$ cat src/rtl/noc_pkg.sv
// Shared NoC definitions: flit type codes, output-port state encoding and small
// decode helpers used by the switch datapath.
package noc_pkg;

    localparam int FLIT_TYPE_W = 2;

    localparam logic [FLIT_TYPE_W-1:0] FLIT_TYPE_BODY      = 2'b00;
    localparam logic [FLIT_TYPE_W-1:0] FLIT_TYPE_HEAD      = 2'b01;
    localparam logic [FLIT_TYPE_W-1:0] FLIT_TYPE_TAIL      = 2'b10;
    localparam logic [FLIT_TYPE_W-1:0] FLIT_TYPE_HEAD_TAIL = 2'b11;

    localparam logic STATE_IDLE   = 1'b0;
    localparam logic STATE_LOCKED = 1'b1;

    typedef enum logic {
        ST_IDLE   = STATE_IDLE,
        ST_LOCKED = STATE_LOCKED
    } port_state_e;

    // Vectors wider than this are not supported by is_onehot.
    localparam int ONEHOT_MAX_W = 32;

    function automatic logic is_onehot(input logic [ONEHOT_MAX_W-1:0] v);
        return (v != '0) && ((v & (v - 1'b1)) == '0);
    endfunction

    function automatic logic type_is_head(input logic [FLIT_TYPE_W-1:0] t);
        return (t == FLIT_TYPE_HEAD) || (t == FLIT_TYPE_HEAD_TAIL);
    endfunction

    function automatic logic type_is_tail(input logic [FLIT_TYPE_W-1:0] t);
        return (t == FLIT_TYPE_TAIL) || (t == FLIT_TYPE_HEAD_TAIL);
    endfunction

endpackage

$ cat src/rtl/onehot_mux.sv
// N-way AND-OR multiplexer with a one-hot select; an all-zero select yields zero.
module onehot_mux #(
    parameter int N = 5,
    parameter int W = 8
) (
    input  logic [N-1:0]   sel,
    input  logic [N*W-1:0] data,
    output logic [W-1:0]   y
);

    always_comb begin
        // NOTE: every always_comb output gets a default before any conditional
        // logic, so no path leaves it unassigned and no latch is inferred.
        y = '0;
        for (int i = 0; i < N; i++) begin
            y = y | (data[i*W +: W] & {W{sel[i]}});
        end
    end

endmodule

$ cat src/rtl/switch_output_port.sv
// NoC switch output port: requests arbitration for head flits, locks onto the granted
// input for a whole wormhole packet and streams its flits through a registered output.
module switch_output_port
    import noc_pkg::*;
#(
    parameter int IN_N   = 5,
    parameter int FLIT_W = 8
) (
    input  logic                   clk_i,
    input  logic                   rst_i,
    input  logic [IN_N-1:0]        valid_i,
    input  logic [IN_N*FLIT_W-1:0] flit_i,
    output logic [IN_N-1:0]        rd_en_o,
    output logic [IN_N-1:0]        arb_req_o,
    input  logic [IN_N-1:0]        grant_i,
    output logic [FLIT_W-1:0]      data_o,
    output logic                   valid_o,
    input  logic                   ready_i,
    output logic                   busy_o,
    output logic                   err_o
);

    localparam int TYPE_LSB = FLIT_W - FLIT_TYPE_W;

    port_state_e           state_q, state_d;
    logic [IN_N-1:0]       sel_q, sel_d;
    logic                  first_q, first_d;
    logic                  err_d;
    logic                  xfer;
    logic [IN_N-1:0]       head_req;
    logic [FLIT_W-1:0]     sel_flit;
    logic [FLIT_TYPE_W-1:0] sel_type;

    always_comb begin
        head_req = '0;
        for (int i = 0; i < IN_N; i++) begin
            head_req[i] = valid_i[i] & type_is_head(flit_i[i*FLIT_W + TYPE_LSB +: FLIT_TYPE_W]);
        end
    end

    // The data path is steered by the latched select only, never by the live grant.
    onehot_mux #(
        .N (IN_N),
        .W (FLIT_W)
    ) u_sel_mux (
        .sel  (sel_q),
        .data (flit_i),
        .y    (sel_flit)
    );

    assign sel_type = sel_flit[TYPE_LSB +: FLIT_TYPE_W];

    always_comb begin
        state_d = state_q;
        sel_d   = sel_q;
        first_d = first_q;
        err_d   = 1'b0;
        xfer    = 1'b0;
        unique case (state_q)
            ST_IDLE: begin
                if (!is_onehot(ONEHOT_MAX_W'(grant_i))) begin
                    err_d = (grant_i != '0);
                end else if ((grant_i & head_req) != '0) begin
                    sel_d   = grant_i;
                    first_d = 1'b1;
                    state_d = ST_LOCKED;
                end
            end
            ST_LOCKED: begin
                xfer = ((valid_i & sel_q) != '0) && (!valid_o || ready_i);
                if (xfer) begin
                    first_d = 1'b0;
                    err_d   = type_is_head(sel_type) && !first_q;
                    if (type_is_tail(sel_type)) begin
                        sel_d   = '0;
                        state_d = ST_IDLE;
                    end
                end
            end
            default: state_d = ST_IDLE;
        endcase
    end

    // Pop strobes and requests are combinational, so they are forced low during reset.
    assign rd_en_o   = (xfer && !rst_i) ? sel_q : '0;
    assign arb_req_o = (state_q == ST_IDLE && !rst_i) ? head_req : '0;
    assign busy_o    = (state_q == ST_LOCKED);

    always_ff @(posedge clk_i) begin
        // NOTE: sequential state uses non-blocking assignments so every register
        // samples pre-edge values regardless of statement order.
        if (rst_i) begin
            state_q <= ST_IDLE;
            sel_q   <= '0;
            first_q <= 1'b0;
            data_o  <= '0;
            valid_o <= 1'b0;
            err_o   <= 1'b0;
        end else begin
            state_q <= state_d;
            sel_q   <= sel_d;
            first_q <= first_d;
            err_o   <= err_d;
            if (xfer) begin
                data_o  <= sel_flit;
                valid_o <= 1'b1;
            end else if (ready_i) begin
                valid_o <= 1'b0;
            end
        end
    end

endmodule
$ cat config.mk
export PLATFORM = sky130hd
export DESIGN_NAME = switch_output_port
export DESIGN_NICKNAME = d
export VERILOG_FILES = /design/src/rtl/noc_pkg.sv /design/src/rtl/onehot_mux.sv /design/src/rtl/switch_output_port.sv
export SDC_FILE = /design/constraint.sdc
export NUM_CORES = 1
export LEC_CHECK = 0
export ABC_AREA = 1
export CORE_ASPECT_RATIO = 0.5
export CORE_UTILIZATION = 30
export DETAILED_ROUTE_END_ITERATION = 8
export HOLD_SLACK_MARGIN = 0.05
export PLACE_DENSITY = 0.77
export SLEW_MARGIN = 5
export SYNTH_ARGS = -nofsm -noshare
export SYNTH_HDL_FRONTEND = slang
export SYNTH_HIERARCHICAL = 1
export SYNTH_SLANG_ARGS = --single-unit
$ cat constraint.sdc
create_clock -name clk_i -period 3.65 [get_ports clk_i]
set_input_delay 1.095 -clock clk_i [delete_from_list [all_inputs] [get_ports clk_i]]
set_output_delay 1.095 -clock clk_i [all_outputs]
set_load 0.01 [all_outputs]
# Yosys cells after proc, flatten, opt, wreduce, memory -nomap -nowiden
# Cells that the tools add are included.
# word_totals
register_bits	17
input_bits	53
word_cells	87
# op_classes
addsub	1
eq_ne	17
n_mux	22
n_bitwise	18
n_reduce_logical	23
# op_table
operator	n
$and A8 B8 Y8	5
$and A5 B32 Y32	1
$logic_not A32 Y1	1
$or A8 B8 Y8	4
$mux W5	6
$reduce_bool A5 Y1	3
$eq A2 B2 Y1 const B	7
$eq A2 B1 Y1 const B	6
$mux W1	12
$and A5 B5 Y5	2
$pmux W5 S2	1
$logic_or A1 B1 Y1	8
$pmux W1 S2	3
$sub A5 B1 Y6 const B	1
$and A1 B1 Y1	5
$logic_and A1 B1 Y1	5
$ne A2 B1 Y1 const B	2
$ne A2 B2 Y1 const B	2
$reduce_and A4 Y1	1
$logic_not A1 Y1	3
$reduce_and A3 Y1	1
$reduce_bool A2 Y1	1
$not A1 Y1	1

# Depth between registers and ports, before layout
# Gate-level depths: netlist of the first run.
# depth
ltp_word	10
ltp_mapped	8
depth_no_buf	8

# Cells and area by module
# The synthesis of the first run kept the hierarchy.
# by_module_without_submodules
mod	instances	cells_each	area_per_inst_um2	seq_area_each_um2
switch_output_port	1	137	912.1	340.3
onehot_mux	1	93	379.1	0.0

# Worst setup path after synthesis of the first run
# Ideal clock, no wire load.
# synth_path
kind	in2out
start	input port valid_i[1]
end	output port rd_en_o[0]
arrival_ns	1.796
required_time_ns	2.555
path_slack_ns	0.759
cell_stages	8
cell_sequence	nand2_1 nand2_1 inv_1 nand2_2 nand3_2 nor2_4 inv_2 nor2_1
# synth_via
elab_chain_len	6
# synth_lines
element	line_no	source
start: declaration	switch_output_port.sv:11	input logic [IN_N-1:0] valid_i,
$and A5 B5 Y5	switch_output_port.sv:70	xfer = ((valid_i & sel_q) != '0) && (!valid_o || ready_i);
$reduce_bool A5 Y1	switch_output_port.sv:70	
$logic_and A1 B1 Y1	switch_output_port.sv:70	
$mux W1	switch_output_port.sv:59	unique case (state_q)
$logic_and A1 B1 Y1	switch_output_port.sv:85	assign rd_en_o = (xfer && !rst_i) ? sel_q : '0;
$mux W5	switch_output_port.sv:85	
end: declaration	switch_output_port.sv:13	output logic [IN_N-1:0] rd_en_o,
# No other way between the ends.

# Worst setup path after layout of the first run
# layout_path
start	input port valid_i[1]
end	output port rd_en_o[2]
# Same word-level chain as after synthesis.

==> impl_metrics.env, run 1 <==
export IMPL_outcome="finished, final reports clean"
export IMPL_wl_per_cell_um=11.22
export IMPL_rows=16
export IMPL_syn_area_um2=1291
export IMPL_cts_setup_buffers=0
export IMPL_synth_area_leaders="nand2_1 (29%), dfxtp_1 (26%), inv_1 (9.3%)"
export IMPL_grt_overflow_total=0
export IMPL_yosysTopAreaCell="nand2_1"
export IMPL_cts_clk_slew_worst_paths_ns=0.07
export IMPL_worst_slew_pin_slew_ns=0.4335
export IMPL_power_share_clock_pct=30.5
export IMPL_cts_tree="built"
export IMPL_fin_crit_sh_pct=97.60
export IMPL_h_tree_depth=1
export IMPL_die_area_um2=4586
export IMPL_r2r_start="sel_q[3]"
export IMPL_num_vias=1611
export IMPL_ys_async_sr_fraction_pct=0
export IMPL_postCtsHoldBufs=0
export IMPL_floorplan_initialDensity_pct=32.25
export IMPL_worstSetupPathType="primary input to output pin"
export IMPL_place_congestion=0.8688
export IMPL_drt_wl_total_mm=4.107
export IMPL_setup_viol_count_final=0
export IMPL_netlist_area_leader_share_pct=29.36
export IMPL_synth_most_common_cell="nand2_1"
export IMPL_clock_sinks=17
export IMPL_slew_headroom_pct=71.06
export IMPL_swShare_pct=26.48
export IMPL_grt_antenna_before_repair=0
export IMPL_seq_power_share_pct=41.5
export IMPL_synth_fp_nets=283
export IMPL_pwr_share_comb_pct=28.0
export IMPL_powerDensity_nw_per_um2=214.3
export IMPL_die_w_um=94.78
export IMPL_min_from="first_q"
export IMPL_root_buffer="clkbuf_8"
export IMPL_grt_setup_unrepaired="no"
export IMPL_path_common_cell="nand2_1"
export IMPL_clock_latency_ns=0.25
export IMPL_ys_top_cells_by_count="nand2_1 (101), inv_1 (32), nor2_1 (22), nand3_1 (21), dfxtp_1 (17)"
export IMPL_synth_edf_count=0
export IMPL_layout_nets=366
export IMPL_route_detailed_drc=0
export IMPL_grt_pass1_vias=1584
export IMPL_cp_start_kind="primary input"
export IMPL_drt_met1_wl_mm=1.739
export IMPL_worstPathRequired_ns=2.55
export IMPL_arrival_ns=2.47
export IMPL_hold_viol=0
export IMPL_top_layer_used="met4"
export IMPL_switchingPower_mw=0.1229
export IMPL_ir_drop_mv=0.1397
export IMPL_synthDistinctLibCells=19
export IMPL_die_h_um=48.39
export IMPL_netlist_instances=230
export IMPL_hp_class="register to register"
export IMPL_finalClockSkew_ns=0.0007886
export IMPL_p_int_mw=0.3413
export IMPL_power_leakage_nw=1.051
export IMPL_dp_slack_ns=-0.1880
export IMPL_antennaDiodeCount=0
export IMPL_r2r_setup_slack_ns=2.15
export IMPL_placed_area_um2=2116
export IMPL_reg2reg_to="err_o"
export IMPL_power_total_mw=0.4642
export IMPL_ys_ff_latch=17
export IMPL_wl_met2_mm=2.134
export IMPL_drive_gt1_share_pct=10.58
export IMPL_met3_length_um=193
export IMPL_crit_path_max_fanout=5
export IMPL_worstRegToRegCells=9
export IMPL_ys_flop_type="dfxtp_1"
export IMPL_area_growth_pct=67.73
export IMPL_tns_ns=0
export IMPL_dpl_hpwl_mm=3.413
export IMPL_io_buffers=73
export IMPL_grt_max_degree=12
export IMPL_final_max_slew_viol_count=0
export IMPL_holdPathEnd="err_o"
export IMPL_final_min_clock_period_ns=3.562
export IMPL_track_usage_pct=18.70
export IMPL_cp_slowest_cell="clkdlybuf4s50_1"
export IMPL_via_per_inst=4.402
export IMPL_pin_count=74
export IMPL_drt_iter0_drc=22
export IMPL_utilization_pct=54.09
export IMPL_fin_ws_ns=0.08772
export IMPL_critPathMaxStageDelay_ns=0.49
export IMPL_drv_cap=0
export IMPL_dr_pass1_iters=4
export IMPL_fmax_ghz=0.2807
export IMPL_seq_area_frac_synth_pct=26.36
export IMPL_synth_avg_cell_area_um2=5.614
export IMPL_final_area_um2=2166
export IMPL_ant_nets=0
export IMPL_core_area_um2=4004
export IMPL_ys_warnings_count=6
export IMPL_numCtsBuffers=3
export IMPL_whs_path_depth=1
export IMPL_clk_path_buf_depth=2
export IMPL_grt_pass1_wl_mm=6.768
export IMPL_path_cells="clkdlybuf4s50_1, nand2_1, nand2_1, inv_1, nand2_2, nand3_2, nor2_4, inv_2, nor2_1, clkdlybuf4s15_1"
export IMPL_endpoint_kind="output pin"
placed cells by master, fill, tap and decap left out, types with 2 or more instances in the layout:
cell type	instances
a21oi_1	9
buf_4	12
clkbuf_8	3
clkdlybuf4s15_1	4
clkdlybuf4s50_1	67
dfxtp_1	17
inv_1	32
inv_2	3
nand2_1	100
nand2_2	7
nand3_1	21
nand3_2	2
nor2_1	22
nor2_4	3
layer usage:
layer	up-vias	GRT usage, %
li1	855	-
met1	718	21.17
met2	34	36.45
met3	4	3.302
met4	0	3.535
met5	-	0
kinds of logic (layout without fill, tap and decap cells):
kind of cell	count (synthesis)	count (layout)	share of synthesized area, %
AOI/OAI and AO/OA	11	11	4.360
DFF	17	17	26.36
and+or+nand+nor	159	159	53.88
buffers and inverters	43	125	15.41
flip-flops by register name (all words and copies together), names as in the netlist:
name,flops
sel_q,5
data_o,8
valid_o,1
busy_o,1
first_q,1
err_o,1
power by group through the flow:
stage	Sequential [mW]	Combinational, mW	Clock (mW)
after floorplan	0.197	0.0478	0
after global placement	0.197	0.128	0
after detailed placement	0.197	0.130	0
after CTS	0.192	0.130	0.145
after global routing	0.193	0.142	0.152
final	0.192	0.130	0.142
stage by stage:
stage	hold WS (ns)	std cells
floorplan	0.4223	230
global placement	0.4348	362
detailed placement	0.4484	362
CTS	0.4522	366
global route	0.4812	366
finish	0.4468	366
what timing repair did:
action	4_1_cts	5_1_grt
gates resized for setup	5	6
pin swaps	0	0
setup endpoints to repair	5	9
critical path, delay by kind of cell:
| family | cells | cell delay, ns |
|---|---|---|
| buf+inv | 4 | 0.85 |
| simple gates | 6 | 0.53 |
area by class of cell:
cell class | instances | area, µm²
Clock buffer | 3 | 41.29
Inverter | 36 | 135.1
Fill cell | 384 | 1838
Tap cell | 54 | 67.56
Multi-Input combinational cell | 170 | 754.5
Clock inverter | 1 | 5.005
Sequential cell | 17 | 340.3
Timing Repair Buffer | 85 | 822.0
worst max-delay path by stage:
| stage | start | endpoint |
|---|---|---|
| after floorplan | valid_i[1] | rd_en_o[0] |
| after global placement | valid_i[3] | rd_en_o[3] |
| after detailed placement | valid_i[1] | rd_en_o[2] |
| after CTS | rst_i | arb_req_o[2] |
| after global routing | valid_i[0] | rd_en_o[2] |
| final | valid_i[1] | rd_en_o[2] |
(Power assumes the default switching activity.)
==> run 2: changes to the inputs <==
--- a/config.mk
+++ b/config.mk
@@ -6,8 +6,10 @@
 export NUM_CORES = 1
 export LEC_CHECK = 0
 export ABC_AREA = 1
+export CAP_MARGIN = 20
 export CORE_ASPECT_RATIO = 0.5
 export CORE_UTILIZATION = 30
+export CTS_CLUSTER_DIAMETER = 80
 export DETAILED_ROUTE_END_ITERATION = 8
 export HOLD_SLACK_MARGIN = 0.05
 export PLACE_DENSITY = 0.77
==> results of run 2 <==
Final layout, timing and power as in run 1 (identical DEF).
